`config.mk`:
```
export PLATFORM = sky130hd
export DESIGN_NAME = lgn_input_packer
export DESIGN_NICKNAME = d
export VERILOG_FILES = /design/src/rtl/lgn_input_pkg.sv /design/src/rtl/lgn_feat_quant.sv /design/src/rtl/lgn_input_packer.sv
export SDC_FILE = /design/constraint.sdc
export NUM_CORES = 1
export LEC_CHECK = 0
export BUFFER_PORTS_ARGS = -buffer_cell sky130_fd_sc_hd__buf_4
export CORE_MARGIN = 2
export CORE_UTILIZATION = 45
export CTS_CLUSTER_SIZE = 12
export DETAILED_ROUTE_END_ITERATION = 8
export HOLD_SLACK_MARGIN = 0.05
export MAX_ROUTING_LAYER = met4
export PLACE_DENSITY = 0.67
export SLEW_MARGIN = 20
export SYNTH_ARGS = -nofsm -noshare
export SYNTH_HDL_FRONTEND = slang
export SYNTH_SLANG_ARGS = --single-unit
```
`constraint.sdc`:
```
create_clock -name clk -period 2.8 [get_ports clk]
set_input_delay 0.56 -clock clk [delete_from_list [all_inputs] [get_ports clk]]
set_output_delay 0.56 -clock clk [all_outputs]
set_load 0.02 [all_outputs]
```
`src/rtl/lgn_input_pkg.sv`:
```
// lgn_input_pkg
//   Shared definitions for the LGN input packer: default geometry,
//   per-feature threshold table, FSM state encoding and a threshold
//   lookup helper used by the single-feature quantizer.
package lgn_input_pkg;

  localparam int DEF_N_FEAT = 8;
  localparam int DEF_FEAT_W = 16;
  localparam int DEF_QBITS  = 2;
  localparam int DEF_NUM_TH = (1 << DEF_QBITS) - 1;

  // Thresholds per feature, ascending. Stored as int so the table does not
  // depend on the raw feature width chosen by an instance.
  typedef int th_arr_t [DEF_N_FEAT][DEF_NUM_TH];

  localparam th_arr_t TH = '{
    '{-256, 0, 256},
    '{-256, 0, 256},
    '{-256, 0, 256},
    '{-256, 0, 256},
    '{-256, 0, 256},
    '{-256, 0, 256},
    '{-256, 0, 256},
    '{-256, 0, 256}
  };

  typedef enum logic [1:0] {
    ST_COLLECT = 2'd0,
    ST_STALL   = 2'd1,
    ST_DISCARD = 2'd2
  } state_t;

  // True when threshold k of feature feat_idx lies strictly below value.
  // Entries outside the table never count, so a wider instance simply
  // saturates at the table's code range.
  function automatic logic th_below(input int feat_idx, input int k, input longint value);
    th_below = 1'b0;
    if (feat_idx >= 0 && feat_idx < DEF_N_FEAT && k >= 0 && k < DEF_NUM_TH)
      th_below = (longint'(TH[feat_idx][k]) < value);
  endfunction

endpackage

```
`src/rtl/lgn_feat_quant.sv`:
```
// lgn_feat_quant
//   Combinational thresholder for one raw feature. The output code is the
//   number of thresholds of feature idx that are strictly below feat.
// Ports:
//   feat  - raw signed feature
//   idx   - feature position within the vector (selects threshold row)
//   code  - quantized code, 0 .. 2^QBITS-1
module lgn_feat_quant
  import lgn_input_pkg::*;
#(
  parameter int N_FEAT = DEF_N_FEAT,
  parameter int FEAT_W = DEF_FEAT_W,
  parameter int QBITS  = DEF_QBITS,
  parameter int IDX_W  = 3
) (
  input  logic signed [FEAT_W-1:0] feat,
  input  logic [IDX_W-1:0]         idx,
  output logic [QBITS-1:0]         code
);

  localparam int NUM_TH = (1 << QBITS) - 1;

  longint            feat_ext;
  logic [NUM_TH-1:0] above;

  assign feat_ext = longint'(feat);

  genvar gi;
  generate
    for (gi = 0; gi < NUM_TH; gi++) begin : g_cmp
      assign above[gi] = th_below(int'(idx), gi, feat_ext);
    end
  endgenerate

  // Population count of the comparator outputs; at most NUM_TH, fits QBITS.
  always_comb begin
    code = '0;
    for (int k = 0; k < NUM_TH; k++)
      code = code + QBITS'(above[k]);
  end

endmodule

```
`src/rtl/lgn_input_packer.sv`:
```
// lgn_input_packer
//   Accepts a stream of raw signed features, quantizes each one against its
//   own threshold row and packs N_FEAT codes into one vector for layer 0.
//   Misframed vectors (s_last early or missing) are dropped and reported.
// Ports:
//   clk, rst           - clock, synchronous active-high reset
//   s_valid/s_ready    - raw feature handshake, s_data feature, s_last end marker
//   m_valid/m_ready    - packed vector handshake, m_data packed codes
//   frame_err          - one-cycle pulse per misframed vector
//   err_cnt            - saturating count of frame errors
module lgn_input_packer
  import lgn_input_pkg::*;
#(
  parameter int N_FEAT = DEF_N_FEAT,
  parameter int FEAT_W = DEF_FEAT_W,
  parameter int QBITS  = DEF_QBITS
) (
  input  logic                    clk,
  input  logic                    rst,
  input  logic                    s_valid,
  output logic                    s_ready,
  input  logic [FEAT_W-1:0]       s_data,
  input  logic                    s_last,
  output logic                    m_valid,
  input  logic                    m_ready,
  output logic [N_FEAT*QBITS-1:0] m_data,
  output logic                    frame_err,
  output logic [7:0]              err_cnt
);

  localparam int VEC_W = N_FEAT * QBITS;
  localparam int IDX_W = (N_FEAT > 1) ? $clog2(N_FEAT) : 1;
  localparam logic [IDX_W-1:0] LAST_IDX = IDX_W'(N_FEAT - 1);

  state_t           state_reg;
  logic [IDX_W-1:0] idx_reg;
  logic [VEC_W-1:0] asm_reg;
  logic [VEC_W-1:0] out_reg;
  logic             m_valid_reg;
  logic             frame_err_reg;
  logic [7:0]       err_cnt_reg;

  logic [QBITS-1:0] code;
  logic [VEC_W-1:0] asm_with;
  logic             accept;
  logic             drain;
  logic             at_last;
  logic             err_event;

  lgn_feat_quant #(
    .N_FEAT (N_FEAT),
    .FEAT_W (FEAT_W),
    .QBITS  (QBITS),
    .IDX_W  (IDX_W)
  ) u_quant (
    .feat (s_data),
    .idx  (idx_reg),
    .code (code)
  );

  // Assembly register with the current beat's code merged into its slot, so
  // the final beat can be forwarded straight to the output register.
  genvar gi;
  generate
    for (gi = 0; gi < N_FEAT; gi++) begin : g_slot
      assign asm_with[gi*QBITS +: QBITS] =
        (idx_reg == IDX_W'(gi)) ? code : asm_reg[gi*QBITS +: QBITS];
    end
  endgenerate

  // s_ready is held low combinationally during reset so no beat slips in
  // on the reset edge; otherwise it only drops while a vector is stalled.
  assign s_ready   = !rst && (state_reg != ST_STALL);
  assign accept    = s_valid && s_ready;
  assign drain     = m_valid_reg && m_ready;
  assign at_last   = (idx_reg == LAST_IDX);
  assign err_event = accept && (state_reg == ST_COLLECT) && (s_last != at_last);

  assign m_valid   = m_valid_reg;
  assign m_data    = out_reg;
  assign frame_err = frame_err_reg;
  assign err_cnt   = err_cnt_reg;

  always_ff @(posedge clk) begin
    if (rst) begin
      state_reg     <= ST_COLLECT;
      idx_reg       <= '0;
      asm_reg       <= '0;
      out_reg       <= '0;
      m_valid_reg   <= 1'b0;
      frame_err_reg <= 1'b0;
      err_cnt_reg   <= '0;
    end else begin
      frame_err_reg <= err_event;
      if (err_event && err_cnt_reg != 8'hFF)
        err_cnt_reg <= err_cnt_reg + 8'd1;

      // A load below overrides this clear when drain and load coincide.
      if (drain)
        m_valid_reg <= 1'b0;

      unique case (state_reg)
        ST_COLLECT: begin
          if (accept) begin
            if (err_event) begin
              idx_reg <= '0;
              asm_reg <= '0;
              if (at_last)
                state_reg <= ST_DISCARD;
            end else if (at_last) begin
              idx_reg <= '0;
              if (!m_valid_reg || m_ready) begin
                out_reg     <= asm_with;
                m_valid_reg <= 1'b1;
                asm_reg     <= '0;
              end else begin
                asm_reg   <= asm_with;
                state_reg <= ST_STALL;
              end
            end else begin
              asm_reg <= asm_with;
              idx_reg <= idx_reg + IDX_W'(1);
            end
          end
        end
        ST_STALL: begin
          if (drain) begin
            out_reg     <= asm_reg;
            m_valid_reg <= 1'b1;
            asm_reg     <= '0;
            state_reg   <= ST_COLLECT;
          end
        end
        ST_DISCARD: begin
          if (accept && s_last)
            state_reg <= ST_COLLECT;
        end
        default: state_reg <= ST_COLLECT;
      endcase
    end
  end

endmodule
```
Word-level counts from Yosys, hierarchy flattened
Memories as Yosys holds them, arrays and structs flattened.
Index checks and enable logic that the tools add are counted.
{"block": "classes", "n_mul": 0, "muxes": 39, "reduce_logical": 17, "n_div": 0, "n_shift": 0, "addsub": 4, "n_bitwise": 1, "n_lt_le_gt_ge": 4, "n_eq_ne": 19}
{"operator": "2-to-1 mux 96 bit", "count": 2}
{"operator": "2-to-1 mux 16 bit", "count": 10}
{"operator": "less-than comparator 32 x 16 -> 1 bit", "count": 3}
{"operator": "one-hot mux 16 bit (2 select lines)", "count": 2}
{"operator": ">= comparator 32 x 4 -> 1 bit, second input constant", "count": 1}
{"operator": "inverter 3 -> 32 bit", "count": 1}
{"operator": "2-to-1 mux 2 bit", "count": 15}
{"operator": "equality test 3 bit, second input constant", "count": 4}
{"operator": "inequality test 2 bit, second input constant", "count": 5}
{"operator": "adder 8 x 1 -> 8 bit, second input constant", "count": 1}
{"operator": "inequality test 8 bit, second input constant", "count": 1}
{"operator": "logical AND 1 bit", "count": 7}
{"operator": "equality test 3 x 2 -> 1 bit, second input constant", "count": 2}
{"operator": "2-to-1 mux 1 bit", "count": 6}
{"operator": "2-to-1 mux 3 bit", "count": 2}
{"operator": "one-hot mux 2 bit (3 select lines)", "count": 1}
{"operator": "AND reduction 6 bit", "count": 1}
{"operator": "AND reduction 5 bit", "count": 1}
{"operator": "inequality test 2 x 1 -> 1 bit, second input constant", "count": 2}
{"operator": "adder 3 x 1 -> 3 bit, second input constant", "count": 1}
{"operator": "equality test 3 x 1 -> 1 bit, second input constant", "count": 1}
{"operator": "logical NOT 3 bit", "count": 1}
{"operator": "inequality test 3 bit, second input constant", "count": 1}
{"operator": "AND reduction 3 bit", "count": 1}
{"operator": "other kinds (11)", "count": 12}
{"block": "totals", "memories": 1, "mem_bits_ro": 768, "regBits": 47, "latchBits": 0, "inputBits": 21, "ram_bits": 0, "out_inout_bits": 27}
{"name": "(no name shown)", "words": 8, "width": 96, "rd": 1, "rd_clocked_by_memory_dff": 0, "write_ports": 0, "line_no": "lgn_input_pkg.sv:39", "text": "th_below = (longint'(TH[feat_idx][k]) < value);"}

Logic depth before layout (Yosys ltp)
Gate-level depths: netlist of the first run.
{"block": "logic_depth", "ltp_word": 13, "mapped_depth": 9, "depth_no_buf": 8}

Cells and area by module
A second synthesis of the first run with hierarchy kept.
{"block": "hier_totals", "cells_unflattened": 267, "hier_area_um2": 2493.6}
{"mod": "lgn_input_packer", "area_per_inst_um2": 2397.3, "instances": 1, "cells_each": 254}
{"mod": "lgn_feat_quant", "area_per_inst_um2": 96.3, "instances": 1, "cells_each": 13}

Worst setup path before layout of the first run
OpenSTA, ideal clock, no wires.
{"block": "synth_path", "path_type": "input to register", "start": "input port s_data[7]", "end": "register out_reg[14] (netlist: m_data[14])", "path_slack_ns": 0.347, "arrival_ns": 2.367, "required_ns": 2.714, "cell_stages": 9, "setup_time_ns": 0.086, "path_buffers": 1, "cell_sequence": "nor4_1 -> nand2_1 -> nand2_1 -> a31o_2 -> fa_1 -> clkbuf_1 -> a211oi_1 -> a21oi_1 -> a211oi_1"}
{"block": "synth_between", "elab_chain_cells": 9, "word_cells_on_any_way": 11, "cone_classes": "2 x add/sub; 3 x order compare; 6 x mux"}
{"item": "start, declared", "line_no": "lgn_input_packer.sv:22", "text": "input logic [FEAT_W-1:0] s_data,"}
{"item": "less-than comparator 32 x 16 -> 1 bit", "line_no": "lgn_input_pkg.sv:39"}
{"item": "adder 1 x 1 -> 2 bit", "line_no": "lgn_feat_quant.sv:39", "text": "code = code + QBITS'(above[k]);"}
{"item": "adder 2 x 1 -> 2 bit *", "line_no": "lgn_feat_quant.sv:39"}
{"item": "2-to-1 mux 2 bit *", "line_no": "lgn_input_packer.sv:67", "text": "(idx_reg == IDX_W'(gi)) ? code : asm_reg[gi*QBITS +: QBITS];"}
{"item": "2-to-1 mux 16 bit *", "line_no": "lgn_input_packer.sv:112", "text": "if (!m_valid_reg || m_ready) begin"}
{"item": "2-to-1 mux 16 bit *", "line_no": "lgn_input_packer.sv:110", "text": "end else if (at_last) begin"}
{"item": "2-to-1 mux 16 bit *", "line_no": "lgn_input_packer.sv:105", "text": "if (err_event) begin"}
{"item": "2-to-1 mux 16 bit *", "line_no": "lgn_input_packer.sv:104", "text": "if (accept) begin"}
{"item": "one-hot mux 16 bit (2 select lines) *", "line_no": "lgn_input_packer.sv:102", "text": "unique case (state_reg)"}
{"item": "end signal, assigned", "line_no": "lgn_input_packer.sv:113", "text": "out_reg <= asm_with;"}
{"item": "end signal, assigned", "line_no": "lgn_input_packer.sv:128", "text": "out_reg <= asm_reg;"}
{"item": "end, declared", "line_no": "lgn_input_packer.sv:38", "text": "logic [VEC_W-1:0] out_reg;"}
Every way passes the cells marked *; elsewhere a longest branch is shown, timed or not. The select of a mux whose other input is x is not followed.
A chain may end at the register's enable or synchronous reset.

Worst setup path after layout of the first run
Same ends and word-level chain as after synthesis.

==> summary.md, run 1 <==
| Metric | Value |
|---|---|
| GRT Total Usage | 21.5% |
| DIE HEIGHT | 78.4 um |
| Yosys warns | 0 |
| FFs w/ async S/R, synth | 0% |
| Clock Pin Slew Worst Setup and Hold Paths | 0.09 ns |
| Chip Width | 78.4 um |
| R2R Path Start | idx_reg[1] |
| Clock share of power | 39.6% |
| CTS Buf Count | 5 |
| Setup bufs post-CTS | 0 |
| LEAKAGE | 1.08 nW |
| Share of layout cells above drive strength 1 | 21.7% |
| MaxCap Viol Count | 0 |
| Die area | 6140 um2 |
| Ant diodes | 0 |
| Peak VDD IR | 0.287 mV |
| Hold_sp | m_data[2] |
| Unique cell type count in the Yosys netlist | 53 |
| Final HPWL from detailed placement | 4170 um |
| Vias in the first global route | 2,240 |
| Worst Skew | 0.00778 ns |
| CTS root buf | clkbuf_8 |
| Internal cell power | 1.02 mW |
| Antenna violations before repair | 0 |
| Max Transition Viols Final | 0 |
| Crit path max fanout | 7 |
| Floorplan Core Area | 5440 um2 |
| Final wirelength | 6070 um |
| Syn Inst Count | 297 |
| Final period util | 85.3% |
| Syn nets | 326 |
| Flops & latches, synth | 47 |
| Via-per-instance ratio | 5.80 |
| Setup violations, final | 0 |
| Hold Buf Count CTS | 0 |
| Register area share after synthesis | 37.8% |
| TNS Setup | 0 ns |
| H-tree depth | 2 |
| Max Fclk | 419 MHz |
| Most common flop cell mapped by yosys | dfxtp_1 |
| Global-route wire length before repair | 10,500 um |
| Switching share of total power | 24.3% |
| Critical path launch point type | primary input |
| Synth Cell Area | 2490 um2 |
| Most frequent cells in the layout | buf_4, dfxtp_1, a21oi_1, o21ai_1 |
| Final Hold Fails | 0 |
| Post-CTS sizing | 0 |
| # fillers | 520 |
| Worst-Margin Slew | 0.601 ns |
| Arrival @ worst endpoint | 2.61 ns |
| Worst slack, placed | 0.0782 ns |
| Worst Setup Path Type | primary input to register |
| I/O pins | 48 |
| Status | completed |
| Worst path required time | 3.02 ns |
| Commonest non-fill, non-tap cell in the layout | buf_4 |
| P_sw | 0.328 mW |
| Syn Area/Cell | 8.38 um2 |
| Post-route worst setup slack | 0.411 ns |
| Drc violations | 0 |
| Final GP Congestion | 0.859 |
| Latest clock arrival within the worst-skew pair | 0.30 ns |
| Number of routed nets with antenna violations | 0 |
| Number of synthesized flops with an enable pin | 0 |
| DRT iter0 DRCs | 214 |
| Crit. Startpoint | s_data[7] |
| Maximum buffer depth of the clock tree | 2 |
| Initial core utilization | 45.8% |
| CTS Sinks | 47 |
| CP endpoint kind | register |
| GRT overflow | 0 |
| Routed via count | 2,365 |
| Largest net degree at the start of global routing | 46 |
| Worst hold path type | register to register |
| Flop pwr share | 50.1% |
| Cell row count | 27 |
| Layout area overhead | 21.0% |
| DR pass1 iterations | 4 |
| CTS tree | yes |
| Final min period | 2.39 ns |
| Net total in the final layout | 364 |
| RSZ-0062 raised after global routing | no |
| I/O Buffers | 47 |
| Wire per inst | 14.9 um |
| Slew HR | 59.9% |
| Power Density | 448 nW/um2 |
| Combinational Power Share | 10.2% |
## area by class of cell
class	count	area, um2	share of cell area (%)
multi-input combinational	218	1410	46.9
inverter	7	26.3	0.872
timing repair buffer	56	420	14.0
sequential	47	941	31.2
clock inverter	2	38.8	1.29
clock buffer	6	82.6	2.74
tap	72	90.1	2.99
## stage by stage
step	total power, mW	util, %	area, um2	cells	hold slack, ns
final	1.35	55.4	3010	408	0.477
after floorplan	0.775	-	2490	297	0.455
after global routing	1.41	55.4	3010	408	0.498
after detailed placement	0.830	53.1	2890	400	0.466
after CTS	1.36	55.4	3010	408	0.480
after global placement	0.829	53.1	2890	400	0.459
## synthesized netlist by cell type (2+ instances only)
master	n	area, um2
inv_1	6	22.5
nor2b_1	5	31.3
and2_1	3	18.8
or3_1	4	25.0
a32oi_1	5	43.8
buf_2	6	30.0
o41ai_1	2	17.5
a221oi_1	3	26.3
nand2_1	16	60.1
nand4_1	9	56.3
clkbuf_1	17	63.8
a21oi_1	39	195
nor3_1	2	10.0
nor2_1	17	63.8
nor4_1	3	18.8
dfxtp_1	47	941
a211oi_4	2	40.0
nand3_1	17	85.1
o21ai_1	19	95.1
o21ai_0	7	35.0
a211oi_1	11	82.6
o2111ai_1	13	114
and3_1	3	18.8
ha_1	7	87.6
mux2i_1	2	20.0
nand2b_1	3	18.8
xor2_1	3	26.3
## critical path, stage by stage
cell,delay [ns]
buf_4,0.11
nor4_1,0.35
nand2_1,0.09
nand2_1,0.10
a31o_2,0.16
fa_1,0.56
a211oi_1,0.35
a21oi_1,0.08
a211oi_1,0.25
## power by group through the flow
stage	clock (mW)	combinational [mW]	sequential [mW]
floorplan	0	0.0807	0.694
global route	0.576	0.152	0.678
finish	0.535	0.138	0.676
detailed placement	0	0.138	0.692
CTS	0.549	0.138	0.676
global placement	0	0.137	0.692
## routing by layer
metal	global-route usage [%]	up-vias	wire [um]	part of all wire, %
li1	-	1203	-	-
met1	27.4	1092	2880	47
met2	35.2	62	2790	46
met4	5.44	0	82	1.4
met3	4.48	8	315	5.2
met5	-	-	0	0
## path summary, 6_finish.rpt
path,to,depth (start not counted),slack (ns)
max,m_data[14],9,0.41
min reg2reg,m_data[2],2,0.48
max reg2reg,state_reg[0],7,0.48
min,m_data[2],2,0.48
## cell families after synthesis
group / after synthesis / share of synthesized area [%]
flip-flops: 47 / 37.8
AND/OR/NAND/NOR: 89 / 19.1
adder cells (fa/ha/maj): 8 / 4.32
buffers and inverters: 32 / 5.48
multiplexers: 3 / 1.26
XOR/XNOR: 4 / 1.41
AO/OA/AOI/OAI: 114 / 30.7
No activity file was read; power rests on OpenSTA's default activity.
==> inputs of run 2 (changes only) <==
Settings changed: BUFFER_PORTS_ARGS -buffer_cell sky130_fd_sc_hd__buf_4 to default, CTS_CLUSTER_SIZE 12 to default, DONT_BUFFER_PORTS from default to 1, PLACE_DENSITY 0.67 to default.
==> run 2 against run 1 <==
Effect of this change: register-to-register slack worse by 0.07 ns; maximum frequency is essentially flat; sequential share of layout area grew 4.2 points; global-route usage is 0.30 points lower; die area unchanged; first-iteration DRC count is 28% lower; sequential power about the same; non-clock buffer count down 48; power is 2.6% lower; largest power group unchanged; highest routed layer unchanged.
==> summary.md, run 2 (synthesis results as in run 1) <==
| Metric | Value |
|---|---|
| H-tree depth | 2 |
| Delay-heaviest family, CP | compound AO/OA/AOI/OAI gates |
| Hold Buf Count CTS | 0 |
| Net total in the final layout | 316 |
| Chip Width | 78.4 um |
| Hold Path Stages | 1 |
| Post-CTS sizing | 0 |
| Wire per inst | 16.9 um |
| Tot Pwr | 1.31 mW |
| Most frequent cells in the layout | dfxtp_1, a21oi_1, o21ai_1, nor2_1, nand3_1 |
| Drc violations | 0 |
| Placed instance area | 2530 um2 |
| Status | completed |
| CTS Sinks | 47 |
| MaxCap Viol Count | 0 |
| CTS Buf Count | 5 |
| Commonest non-fill, non-tap cell in the layout | dfxtp_1 |
| Final instance area | 2650 um2 |
| Worst slack, placed | 0.191 ns |
| Final min period | 2.39 ns |
| CP endpoint kind | register |
| Setup bufs post-CTS | 0 |
| Worst-Margin Slew | 1.02 ns |
| Maximum buffer depth of the clock tree | 2 |
| Arrival @ worst endpoint | 2.61 ns |
| CP max-delay cell | a21oi_1 |
| Worst path required time | 3.02 ns |
| Hold_ws | 0.312 ns |
| GRT Total Usage | 21.2% |
| Layout area overhead | 6.48% |
| Worst r2r path cells | 5 |
| Routed via count | 2,255 |
| Worst Setup Path Type | register to register |
| Ant diodes | 0 |
| Worst hold path type | primary input to register |
| WP buf/inv | 0 |
| Hold_sp | rst |
| DIE HEIGHT | 78.4 um |
| Max Transition Viols Final | 0 |
| Critical path's most frequent cell | ha_1 |
| Power Density | 495 nW/um2 |
| Vias in the first global route | 2,175 |
| GRT overflow | 0 |
| RSZ-0062 raised after global routing | no |
| Final period util | 85.3% |
| Final Hold Fails | 0 |
| Worst path max stage delay | 0.86 ns |
| Final wirelength | 6090 um |
| Setup violations, final | 0 |
| Global-route wire length before repair | 10,200 um |
| Crit path max fanout | 14 |
| I/O pins | 48 |
| DR pass1 iterations | 4 |
| Share of layout cells above drive strength 1 | 8.68% |
| Worst path cell trace | ha_1, ha_1, a21oi_1, nor2_1, a211oi_1 |
| Die area | 6140 um2 |
| CTS root buf | clkbuf_8 |
| CTS tree | yes |
| FF-to-FF End | m_data[6] |
| Cell row count | 27 |
| R2R Path Start | idx_reg[0] |
| LEAKAGE | 0.831 nW |
| Largest net degree at the start of global routing | 48 |
| Latest clock arrival within the worst-skew pair | 0.31 ns |
| Number of routed nets with antenna violations | 0 |
| Post-route worst setup slack | 0.411 ns |
| Slew HR | 32.3% |
| TNS Setup | 0 ns |
| Worst hold path endpoint | state_reg[0] |
| Clock Pin Slew Worst Setup and Hold Paths | 0.09 ns |
| Antenna violations before repair | 0 |
| Initial core utilization | 45.8% |
| Via-per-instance ratio | 6.26 |
| Critical path launch point type | register |
| Final HPWL from detailed placement | 4110 um |
| Peak VDD IR | 0.244 mV |
| Worst Skew | 0.00731 ns |
| Floorplan Core Area | 5440 um2 |
| R2R setup slack | 0.41 ns |
| I/O Buffers | 0 |
| Final GP Congestion | 0.816 |
| DRT iter0 DRCs | 155 |
| Max Fclk | 419 MHz |
[run 2: changes by cell type in the layout (fill, tap and decap cells not counted), sizes merged]
cell and delta:
buf -48
[run 2: how the worst max path moves through the flow]
stage	start	endpoint	slack [ns]	cells past startpoint
6_report	idx_reg[0]	m_data[6]	0.41	5
5_1_grt	idx_reg[0]	m_data[6]	0.17	5
4_1_cts	idx_reg[0]	m_data[6]	0.35	5
3_5_place_dp	s_data[10]	m_data[14]	0.19	7
3_3_place_gp	s_data[10]	m_data[6]	0.21	7
2_1_floorplan	s_data[7]	m_data[14]	0.35	9
[run 2: through the flow]
stage / cells / utilization, %
after floorplan: 297 / -
after global placement: 352 / 46.5
after detailed placement: 352 / 46.5
after CTS: 360 / 48.7
after global routing: 360 / 48.7
final: 360 / 48.7
[run 2: cell type report]
class / instances / area [um2]
clock buffers: 6 / 82.6
inverters: 7 / 26.3
clock inverters: 2 / 38.8
repair buffers: 8 / 60.1
multi-input cells: 218 / 1410
fillers: 556 / 2790
flip-flops and latches: 47 / 941
well taps: 72 / 90.1
[run 2: where the power goes]
| group | switching [mW] | total (mW) | internal (mW) |
|---|---|---|---|
| Combinational | 0.0637 | 0.0971 | 0.0333 |
| Sequential | 0.00588 | 0.678 | 0.673 |
| Clock | 0.244 | 0.538 | 0.294 |
| Total | 0.314 | 1.31 | 1.00 |
[run 2: worst reg2reg max path, cell delays in order (launching register included)]
cell	delay, ns
dfxtp_1	0.35
ha_1	0.23
ha_1	0.37
a21oi_1	0.86
nor2_1	0.24
a211oi_1	0.27
[run 2: per-layer routing]
layer  part of all wire (%)  global-route usage [%]  vias to the layer above
li1                       -                       -                     1102
met1                     45                    26.6                     1081
met2                     48                    35.3                       66
met3                    5.6                    4.02                        6
met4                   0.90                    5.61                        0
met5                      0                       -                        -
